==> src/rtl/seq_operand_sum_pkg.sv <==
// ---------------------------------------------------------------------------
// seq_operand_sum_pkg
//   Shared types and constants for the operand sequencer.
//   - state_t   : sequencer states (IDLE, SHOW, SUM)
//   - MODE_ADD  : sum all channels
//   - MODE_SUB  : channel 0 minus all remaining channels
//   - tag_width : width of the tag field needed to encode 0..num_ch
// ---------------------------------------------------------------------------
package seq_operand_sum_pkg;

    typedef enum logic [1:0] {
        IDLE = 2'd0,
        SHOW = 2'd1,
        SUM  = 2'd2
    } state_t;

    localparam logic MODE_ADD = 1'b0;
    localparam logic MODE_SUB = 1'b1;

    // The tag must hold operand indices 0..num_ch-1 and the result marker num_ch.
    function automatic int tag_width(input int num_ch);
        return $clog2(num_ch + 1);
    endfunction

endpackage

==> src/rtl/seq_operand_sum_operand_bank.sv <==
// ---------------------------------------------------------------------------
// operand_bank
//   NUM_CH x DATA_W register file. All channels load together from a packed
//   bus when load is high; a single read port selects one channel by index.
//   Ports:
//     Clock    : rising-edge clock
//     Reset    : synchronous, active-high; clears every channel
//     load     : capture all channels from data_in
//     data_in  : packed operands, channel k at [k*DATA_W +: DATA_W]
//     rd_idx   : channel to present on rd_data
//     rd_data  : selected channel (0 for an index past the last channel)
// ---------------------------------------------------------------------------
module operand_bank #(
    parameter int DATA_W = 8,
    parameter int NUM_CH = 2,
    parameter int IDX_W  = 1
) (
    input  logic                     Clock,
    input  logic                     Reset,
    input  logic                     load,
    input  logic [NUM_CH*DATA_W-1:0] data_in,
    input  logic [IDX_W-1:0]         rd_idx,
    output logic [DATA_W-1:0]        rd_data
);

    logic [DATA_W-1:0] regs [NUM_CH];

    // Capture every channel at once so a frame always sees one consistent
    // snapshot of the operand sources.
    always_ff @(posedge Clock) begin
        if (Reset) begin
            for (int k = 0; k < NUM_CH; k++) begin
                regs[k] <= '0;
            end
        end else if (load) begin
            for (int k = 0; k < NUM_CH; k++) begin
                regs[k] <= data_in[k*DATA_W +: DATA_W];
            end
        end
    end

    // Compare-based read mux keeps non-power-of-two channel counts safe:
    // an index past the last channel simply reads zero.
    always_comb begin
        rd_data = '0;
        for (int k = 0; k < NUM_CH; k++) begin
            if (rd_idx == IDX_W'(k)) begin
                rd_data = regs[k];
            end
        end
    end

endmodule

==> src/rtl/seq_operand_sum.sv <==
// ---------------------------------------------------------------------------
// seq_operand_sum
//   Captures NUM_CH operands in one Start/Ready handshake, shows each operand
//   zero-extended (one per cycle, tagged with its index), then shows the sum
//   (Mode 0) or ch0 minus the remaining channels (Mode 1) at OUT_W bits.
//   Ports:
//     Clock     : rising-edge clock
//     Reset     : synchronous, active-high, priority over Start and Hold
//     Data_In   : packed operands, channel k at [k*DATA_W +: DATA_W]
//     Start     : frame request, accepted when Start & Ready
//     Mode      : 0 = add all, 1 = ch0 - rest; sampled with Start
//     Hold      : freezes sequencing while a frame is being shown
//     Ready     : block can accept Start
//     Out_Valid : data_out carries an operand or the result
//     Out_Last  : data_out carries the result
//     Out_Tag   : operand index, or NUM_CH for the result
//     data_out  : presented word
// ---------------------------------------------------------------------------
module seq_operand_sum
    import seq_operand_sum_pkg::*;
#(
    parameter int DATA_W = 8,
    parameter int NUM_CH = 2,
    parameter int OUT_W  = 16
) (
    input  logic                             Clock,
    input  logic                             Reset,
    input  logic [NUM_CH*DATA_W-1:0]         Data_In,
    input  logic                             Start,
    input  logic                             Mode,
    input  logic                             Hold,
    output logic                             Ready,
    output logic                             Out_Valid,
    output logic                             Out_Last,
    output logic [tag_width(NUM_CH)-1:0]     Out_Tag,
    output logic [OUT_W-1:0]                 data_out
);

    localparam int IDX_W = $clog2(NUM_CH);
    localparam int TAG_W = tag_width(NUM_CH);

    generate
        if (NUM_CH < 2 || NUM_CH > 8) begin : g_bad_num_ch
            $error("seq_operand_sum: NUM_CH must be in 2..8");
        end
        if (OUT_W < DATA_W + $clog2(NUM_CH) + 1) begin : g_bad_out_w
            $error("seq_operand_sum: OUT_W too narrow for DATA_W and NUM_CH");
        end
    endgenerate

    state_t             state, state_next;
    logic [IDX_W-1:0]   idx, idx_next;
    logic [OUT_W-1:0]   acc, acc_next;
    logic               mode_r, mode_next;
    logic               load;
    logic               accept;
    logic [DATA_W-1:0]  op_sel;
    logic [OUT_W-1:0]   op_ext;

    operand_bank #(
        .DATA_W (DATA_W),
        .NUM_CH (NUM_CH),
        .IDX_W  (IDX_W)
    ) u_operand_bank (
        .Clock   (Clock),
        .Reset   (Reset),
        .load    (load),
        .data_in (Data_In),
        .rd_idx  (idx),
        .rd_data (op_sel)
    );

    assign op_ext = {{(OUT_W-DATA_W){1'b0}}, op_sel};

    // State register for the sequencer, index counter, accumulator and the
    // mode latched with the frame.
    always_ff @(posedge Clock) begin
        if (Reset) begin
            state  <= IDLE;
            idx    <= '0;
            acc    <= '0;
            mode_r <= MODE_ADD;
        end else begin
            state  <= state_next;
            idx    <= idx_next;
            acc    <= acc_next;
            mode_r <= mode_next;
        end
    end

    // Next-state and output decode. Outputs depend only on registered state
    // and the operand bank; Hold is the one input allowed to gate Ready so
    // that a Start during a frozen result is refused rather than queued.
    always_comb begin
        state_next = state;
        idx_next   = idx;
        acc_next   = acc;
        mode_next  = mode_r;
        load       = 1'b0;
        accept     = 1'b0;
        Ready      = 1'b0;
        Out_Valid  = 1'b0;
        Out_Last   = 1'b0;
        Out_Tag    = '0;
        data_out   = '0;

        case (state)
            IDLE: begin
                Ready  = 1'b1;
                accept = Start;
            end

            SHOW: begin
                Out_Valid = 1'b1;
                Out_Tag   = TAG_W'(idx);
                data_out  = op_ext;
                if (!Hold) begin
                    // Channel 0 seeds the accumulator; later channels fold in.
                    if (idx == '0) begin
                        acc_next = op_ext;
                    end else begin
                        case (mode_r)
                            MODE_ADD: acc_next = acc + op_ext;
                            MODE_SUB: acc_next = acc - op_ext;
                        endcase
                    end
                    if (idx == IDX_W'(NUM_CH - 1)) begin
                        state_next = SUM;
                    end else begin
                        idx_next = idx + 1'b1;
                    end
                end
            end

            SUM: begin
                Out_Valid = 1'b1;
                Out_Last  = 1'b1;
                Out_Tag   = TAG_W'(NUM_CH);
                data_out  = acc;
                if (!Hold) begin
                    Ready  = 1'b1;
                    accept = Start;
                    if (!Start) begin
                        state_next = IDLE;
                    end
                end
            end

            default: begin
                state_next = IDLE;
            end
        endcase

        // A single reload path serves both a fresh frame from IDLE and a
        // back-to-back frame straight out of SUM.
        if (accept) begin
            load       = 1'b1;
            mode_next  = Mode;
            acc_next   = '0;
            idx_next   = '0;
            state_next = SHOW;
        end
    end

endmodule
==> config.mk <==
export PLATFORM = sky130hd
export DESIGN_NAME = seq_operand_sum
export DESIGN_NICKNAME = d
export VERILOG_FILES = /design/src/rtl/seq_operand_sum_pkg.sv /design/src/rtl/seq_operand_sum_operand_bank.sv /design/src/rtl/seq_operand_sum.sv
export SDC_FILE = /design/constraint.sdc
export NUM_CORES = 1
export LEC_CHECK = 0
export ABC_CLOCK_PERIOD_IN_PS = 4200
export BUFFER_PORTS_ARGS = -buffer_cell sky130_fd_sc_hd__buf_4
export CAP_MARGIN = 10
export CORE_MARGIN = 2
export CORE_UTILIZATION = 55
export DETAILED_ROUTE_END_ITERATION = 12
export GPL_TIMING_DRIVEN = 0
export PLACE_DENSITY = 0.89
export SKIP_LAST_GASP = 1
export SLEW_MARGIN = 20
export SYNTH_ARGS = -nofsm -noshare
export SYNTH_HDL_FRONTEND = slang
export SYNTH_SLANG_ARGS = --single-unit
==> constraint.sdc <==
create_clock -name Clock -period 4.2 [get_ports Clock]
set_input_delay 0.42 -clock Clock [delete_from_list [all_inputs] [get_ports Clock]]
set_output_delay 0.42 -clock Clock [all_outputs]
set_load 0.05 [all_outputs]
==> impl_metrics.json, run 1 <==
{
  "ys_warn_count": 0,
  "ys_top_cells_by_area": "edfxtp_1, dfxtp_1, ha_1",
  "gp_congestion": 0.937,
  "fin_crit_ns": 3.66,
  "synth_enable_flop_cells": 16,
  "crit_chain": "clkbuf_2, o31ai_1, o21a_1, a21oi_1, xor2_1, ha_1, clkbuf_1, nand3_1, a211oi_1, o31ai_1, a21oi_1, o21ai_0, a31oi_1, mux2i_1",
  "vdd_ir_drop_max_uv": 244,
  "vias_per_cell": 5.89,
  "yosys.area.top_type": "edfxtp_1",
  "clock_skew_ns": 0.00818,
  "cts_max_path_buffers": 2,
  "postSynthNetCount": 348,
  "timing.rr.start": "idx",
  "finalHoldViolations": 0,
  "fill_cells": 367,
  "drtIter0Drc": 181,
  "ioPinCount": 42,
  "nNetsFinal": 396,
  "p_per_area_nw_per_um2": 303,
  "worst-endpoint-required_ns": 4.39,
  "synth_top_area_share_pct": 18.6,
  "clock.fmax_mhz": 274,
  "placedInstanceArea_sq_um": 2960,
  "syn_area_per_cell_sq_um": 8.46,
  "r2r_end": "acc[15]",
  "track_usage_pct": 23.4,
  "fin_setup_tns_ns": 0,
  "synth_most_common_cell": "a21oi_1",
  "coreArea_sq_um": 4440,
  "die_h_microns": 72.6,
  "setup_violations": 0,
  "dr.pass1.iters": 7,
  "yosys_most_used_dff": "dfxtp_1",
  "min_path_type": "in2reg",
  "hold_buffers": 0,
  "htreeDepth": 2,
  "async_flop_share_pct": 0,
  "crit_fanout": 10,
  "drc": 0,
  "critPathLaunchType": "register",
  "synth_seq_area_share_pct": 34.0,
  "grt_antenna_before_repair": 0,
  "hold_depth": 2,
  "synth-seq-cells": 36,
  "status": "completed",
  "detail_route.wl_per_cell_microns": 14.2,
  "cpMaxStageDelayCell": "o31ai_1",
  "crit_path_max_incr_delay_ns": 0.49,
  "cp.arrival_ns": 3.84,
  "p_leak_uw": 0.00130,
  "syn_inst": 306,
  "row_count": 24,
  "cts_root_buffer": "clkbuf_8",
  "drive_above_1_share_pct": 15.8,
  "rrSetupSlack_ns": 0.54,
  "maxCapViolations": 0,
  "dp_hpwl_mm": 4.41,
  "yosysUniqueCellTypes": 45,
  "timing_worst_setup_path_type": "reg2reg",
  "final_area_sq_um": 3050,
  "synth_commonest_cells": "a21oi_1, nand2_1, and2_1",
  "die_area_sq_um": 5270,
  "cts_tree": "done",
  "post-route-period-util_pct": 87.0,
  "hold_path_end": "state[0]",
  "insertion_delay_ns": 0.29,
  "wl_mm": 5.79,
  "grt_pass1_wl_mm": 9.62,
  "syn_area_sq_um": 2590,
  "relSlewSlack_pct": 59.6,
  "post_cts_buffers": 0,
  "gr-total-overflow": 0,
  "ff2ff_path_depth": 14,
  "grt_pass1_vias": 2202,
  "rsz0062_at_grt": "no",
  "initial_utilization_pct": 58.2,
  "drv_slew": 0,
  "area_delta_synth_final_pct": 17.7,
  "clk_pin_slew_worst_paths_ns": 0.08,
  "diodes": 0,
  "endpoint_kind": "register",
  "postRouteAntennaNets": 0,
  "port_buffers": 41,
  "hold_path_startpoint": "Reset",
  "cts_sinks": 36,
  "cts_made_buffers": 5,
  "grt_max_degree": 22,
  "vias": 2396,
  "die_width_microns": 72.6,
  "worst_pin_slew_ns": 0.604
}
==> sequential cells by signal, indices dropped and copies added (netlist names) <==
| name | cells |
|---|---|
| acc | 16 |
| state | 2 |
| idx | 1 |
| u_operand_bank.regs | 16 |
| mode_r | 1 |
==> cells in the final DEF, fill, tap and decap left out, types with 4 or more instances in the layout <==
cell / count
ha_1: 20
a21oi_1: 33
mux2i_1: 8
nand2_1: 31
xor2_1: 7
xnor2_1: 9
and3_1: 4
edfxtp_1: 16
buf_4: 42
nor3_1: 4
clkbuf_1: 10
inv_1: 6
clkbuf_8: 5
nand2b_1: 5
and2_1: 26
o21ai_1: 12
nand3_1: 5
a211oi_1: 4
nor2_1: 21
dfxtp_1: 20
nor2b_1: 7
a21o_1: 10
o21ai_0: 17
==> routing by layer <==
metal / GRT usage [%] / wire (microns) / up-vias
met5: 0 / 0 / -
met4: 6.38 / 61 / 0
li1: - / - / 1189
met3: 6.22 / 371 / 8
met1: 27.7 / 2450 / 1091
met2: 41.6 / 2910 / 108
==> worst max-delay path, delay by kind of cell (launching register included) <==
kind / cells / cell delay (ns)
AO/OA/AOI/OAI: 8 / 1.97
flip-flops: 1 / 0.35
adder cells (fa/ha/maj): 1 / 0.28
XOR/XNOR: 1 / 0.20
AND/OR/NAND/NOR: 1 / 0.14
multiplexers: 1 / 0.09
buffers and inverters: 2 / 0.53
==> power by group <==
part / total [uW] / switching, uW / internal, uW
combinational: 277 / 165 / 112
clock: 250 / 135 / 115
sequential: 395 / 10.1 / 385
==> worst max path at each step <==
stage                     start  slack (ns)       to
final                       idx        0.54  acc[15]
after floorplan             idx        0.85  acc[14]
after detailed placement    idx        0.24  acc[15]
after global routing        idx        0.18  acc[15]
after CTS                   idx        0.20  acc[15]
after global placement      idx        0.33  acc[15]
==> cell type report <==
class | count | area [sq um] | area share, %
buffer | 12 | 51.3 | 1.68
clock buffer | 6 | 72.6 | 2.38
clock inverter | 2 | 11.3 | 0.370
inverter | 8 | 30.0 | 0.986
multi-input combinational | 250 | 1630 | 53.4
sequential | 36 | 881 | 28.9
tap | 52 | 65.1 | 2.14
timing repair buffer | 41 | 308 | 10.1
==> repair_timing <==
| item | CTS | global route |
|---|---|---|
| hold endpoints to repair | 0 | 0 |
| resized for setup | 0 | 3 |
| endpoints found under the setup margin | 0 | 2 |
==> metrics by stage <==
stage                     std cells  hold WS [ns]  total power, uW  util (%)  setup slack (ns)
after detailed placement        399         0.443              673      66.6             0.239
after global routing            407         0.306              971      68.6             0.177
after CTS                       407         0.305              918      68.5             0.201
after global placement          399         0.438              665      66.6             0.327
final                           407         0.307              922      68.6             0.545
after floorplan                 306         0.431              608         -             0.848
==> cell families (layout without fill, tap and decap cells) <==
logic type	count (synthesis)	count (layout)	synth area share, %
adder cells (fa/ha/maj)	21	21	10.4
buffers and inverters	20	69	3.05
XOR/XNOR	16	16	5.42
AND/OR/NAND/NOR	109	109	21.1
multiplexers	8	8	3.09
AO/OA/AOI/OAI	96	96	22.8
flip-flops	36	36	34.0
Power figures use the tool's default switching activity.
==> run 2, diff against run 1 <==
--- a/config.mk
+++ b/config.mk
@@ -9,10 +9,10 @@
 export BUFFER_PORTS_ARGS = -buffer_cell sky130_fd_sc_hd__buf_4
 export CAP_MARGIN = 10
 export CORE_MARGIN = 2
-export CORE_UTILIZATION = 55
+export CORE_UTILIZATION = 50
 export DETAILED_ROUTE_END_ITERATION = 12
 export GPL_TIMING_DRIVEN = 0
-export PLACE_DENSITY = 0.89
+export PLACE_DENSITY = 0.83
 export SKIP_LAST_GASP = 1
 export SLEW_MARGIN = 20
 export SYNTH_ARGS = -nofsm -noshare
==> run 2 against run 1 <==
Net effect: die area grew 9.4%; clock power fell by 8%; critical path type unchanged; sequential power barely moved.
==> impl_metrics.json, run 2 (synthesis results as in run 1) <==
{
  "diodes": 0,
  "postRouteAntennaNets": 0,
  "layout_common_cells": "buf_4, a21oi_1, nand2_1",
  "drive_above_1_share_pct": 15.3,
  "area_delta_synth_final_pct": 18.3,
  "status": "completed",
  "fin_setup_tns_ns": 0,
  "insertion_delay_ns": 0.29,
  "drtIter0Drc": 109,
  "wl_mm": 5.78,
  "track_usage_pct": 20.7,
  "maxCapViolations": 0,
  "grt_pass1_wl_mm": 9.74,
  "p_per_area_nw_per_um2": 295,
  "ff2ff_path_depth": 14,
  "gr-total-overflow": 0,
  "detail_route.wl_per_cell_microns": 13.6,
  "rsz0062_at_grt": "no",
  "clock.fmax_mhz": 257,
  "die_h_microns": 75.9,
  "ioPinCount": 42,
  "cts_max_path_buffers": 2,
  "cts_sinks": 36,
  "worst-endpoint-required_ns": 4.38,
  "critPathLaunchType": "register",
  "timing.rr.start": "idx",
  "endpoint_kind": "register",
  "grt_pass1_vias": 2142,
  "final_common_cell": "buf_4",
  "clk_pin_slew_worst_paths_ns": 0.07,
  "hold_depth": 2,
  "nNetsFinal": 396,
  "grt_max_degree": 22,
  "drv_slew": 0,
  "timing_worst_setup_path_type": "reg2reg",
  "post_cts_buffers": 0,
  "clock_skew_ns": 0.00465,
  "pre_cts_slack_ns": 0.188,
  "crit_fanout": 10,
  "setup_ws_ns": 0.303,
  "reg_top3": "acc: 16 flops, u_operand_bank.regs: 16 flops, state: 2 flops",
  "coreArea_sq_um": 5040,
  "drc": 0,
  "fill_cells": 470,
  "finalHoldViolations": 0,
  "cp-startpoint": "idx",
  "dp_hpwl_mm": 4.55,
  "post-route-period-util_pct": 92.8,
  "worst_pin_slew_ns": 0.630,
  "row_count": 26,
  "cp.arrival_ns": 4.08,
  "vias_per_cell": 5.48,
  "cts_root_buffer": "clkbuf_8",
  "fin_crit_ns": 3.90,
  "vdd_ir_drop_max_uv": 159,
  "die_width_microns": 75.9,
  "cts_made_buffers": 5,
  "initial_utilization_pct": 51.3,
  "dr.pass1.iters": 4,
  "relSlewSlack_pct": 58.0,
  "htreeDepth": 2,
  "gp_congestion": 0.947,
  "die_area_sq_um": 5770,
  "cts_tree": "done",
  "min_path_type": "in2reg",
  "vias": 2323,
  "hold_path_startpoint": "Reset",
  "port_buffers": 41,
  "setup_violations": 0,
  "grt_antenna_before_repair": 0,
  "p_leak_uw": 0.00130
}
## run 2: cell count changes in the layout (fill, tap and decap cells not counted)
cell,before,now
clkbuf_2,2,1
clkinv_1,1,2
clkinvlp_4,1,0
## run 2: cell type report
| cell class | count | area, sq um | area share [%] |
|---|---|---|---|
| Clock buffer | 5 | 68.8 | 2.25 |
| Multi-Input combinational cell | 250 | 1630 | 53.2 |
| Tap cell | 70 | 87.6 | 2.86 |
| Clock inverter | 2 | 7.51 | 0.245 |
| Timing Repair Buffer | 41 | 308 | 10.1 |
| Inverter | 8 | 30.0 | 0.981 |
| Sequential cell | 36 | 881 | 28.8 |
| Buffer | 12 | 50.0 | 1.64 |
## run 2: path summary, 6_finish.rpt
path         slack [ns]  endpoint
max reg2reg        0.30   acc[15]
min                0.32  state[0]
min reg2reg        0.45   acc[15]
max                0.30   acc[15]
## run 2: per-stage QoR
| stage | instances | hold slack (ns) | power [uW] | area (sq um) | utilization [%] |
|---|---|---|---|---|---|
| 3_5_place_dp | 417 | 0.446 | 675 | 2980 | 59.2 |
| 2_1_floorplan | 306 | 0.431 | 608 | 2590 | - |
| 4_1_cts | 424 | 0.312 | 908 | 3060 | 60.7 |
| 3_3_place_gp | 417 | 0.440 | 667 | 2980 | 59.2 |
| 5_1_grt | 424 | 0.319 | 957 | 3060 | 60.7 |
| 6_report | 424 | 0.319 | 904 | 3060 | 60.7 |
## run 2: routing by layer
metal	up-vias	GRT usage, %	share of wire [%]
met5	-	0	0
met4	0	7.27	1.3
met3	9	3.21	5.2
met2	60	36.0	49
met1	1065	26.0	44
li1	1189	-	-
## run 2: timing repair
action	4_1_cts	5_1_grt
endpoints found under the setup margin	0	2
hold buffers	0	0
gates resized for setup	0	1
## run 2: power by group
group          internal, uW  switching (uW)
combinational           112             166
sequential              385            10.3
clock                   109             121
## run 2: worst max-delay path, stage by stage (launching register included)
cell	delay, ns
dfxtp_1	0.43
clkbuf_1	0.39
a21oi_1	0.22
ha_1	0.30
a21oi_1	0.41
xor2_1	0.21
ha_1	0.24
clkbuf_1	0.21
nand3_1	0.15
a211oi_1	0.08
o31ai_1	0.34
a21oi_1	0.14
or3_1	0.41
a31oi_1	0.18
mux2i_1	0.09
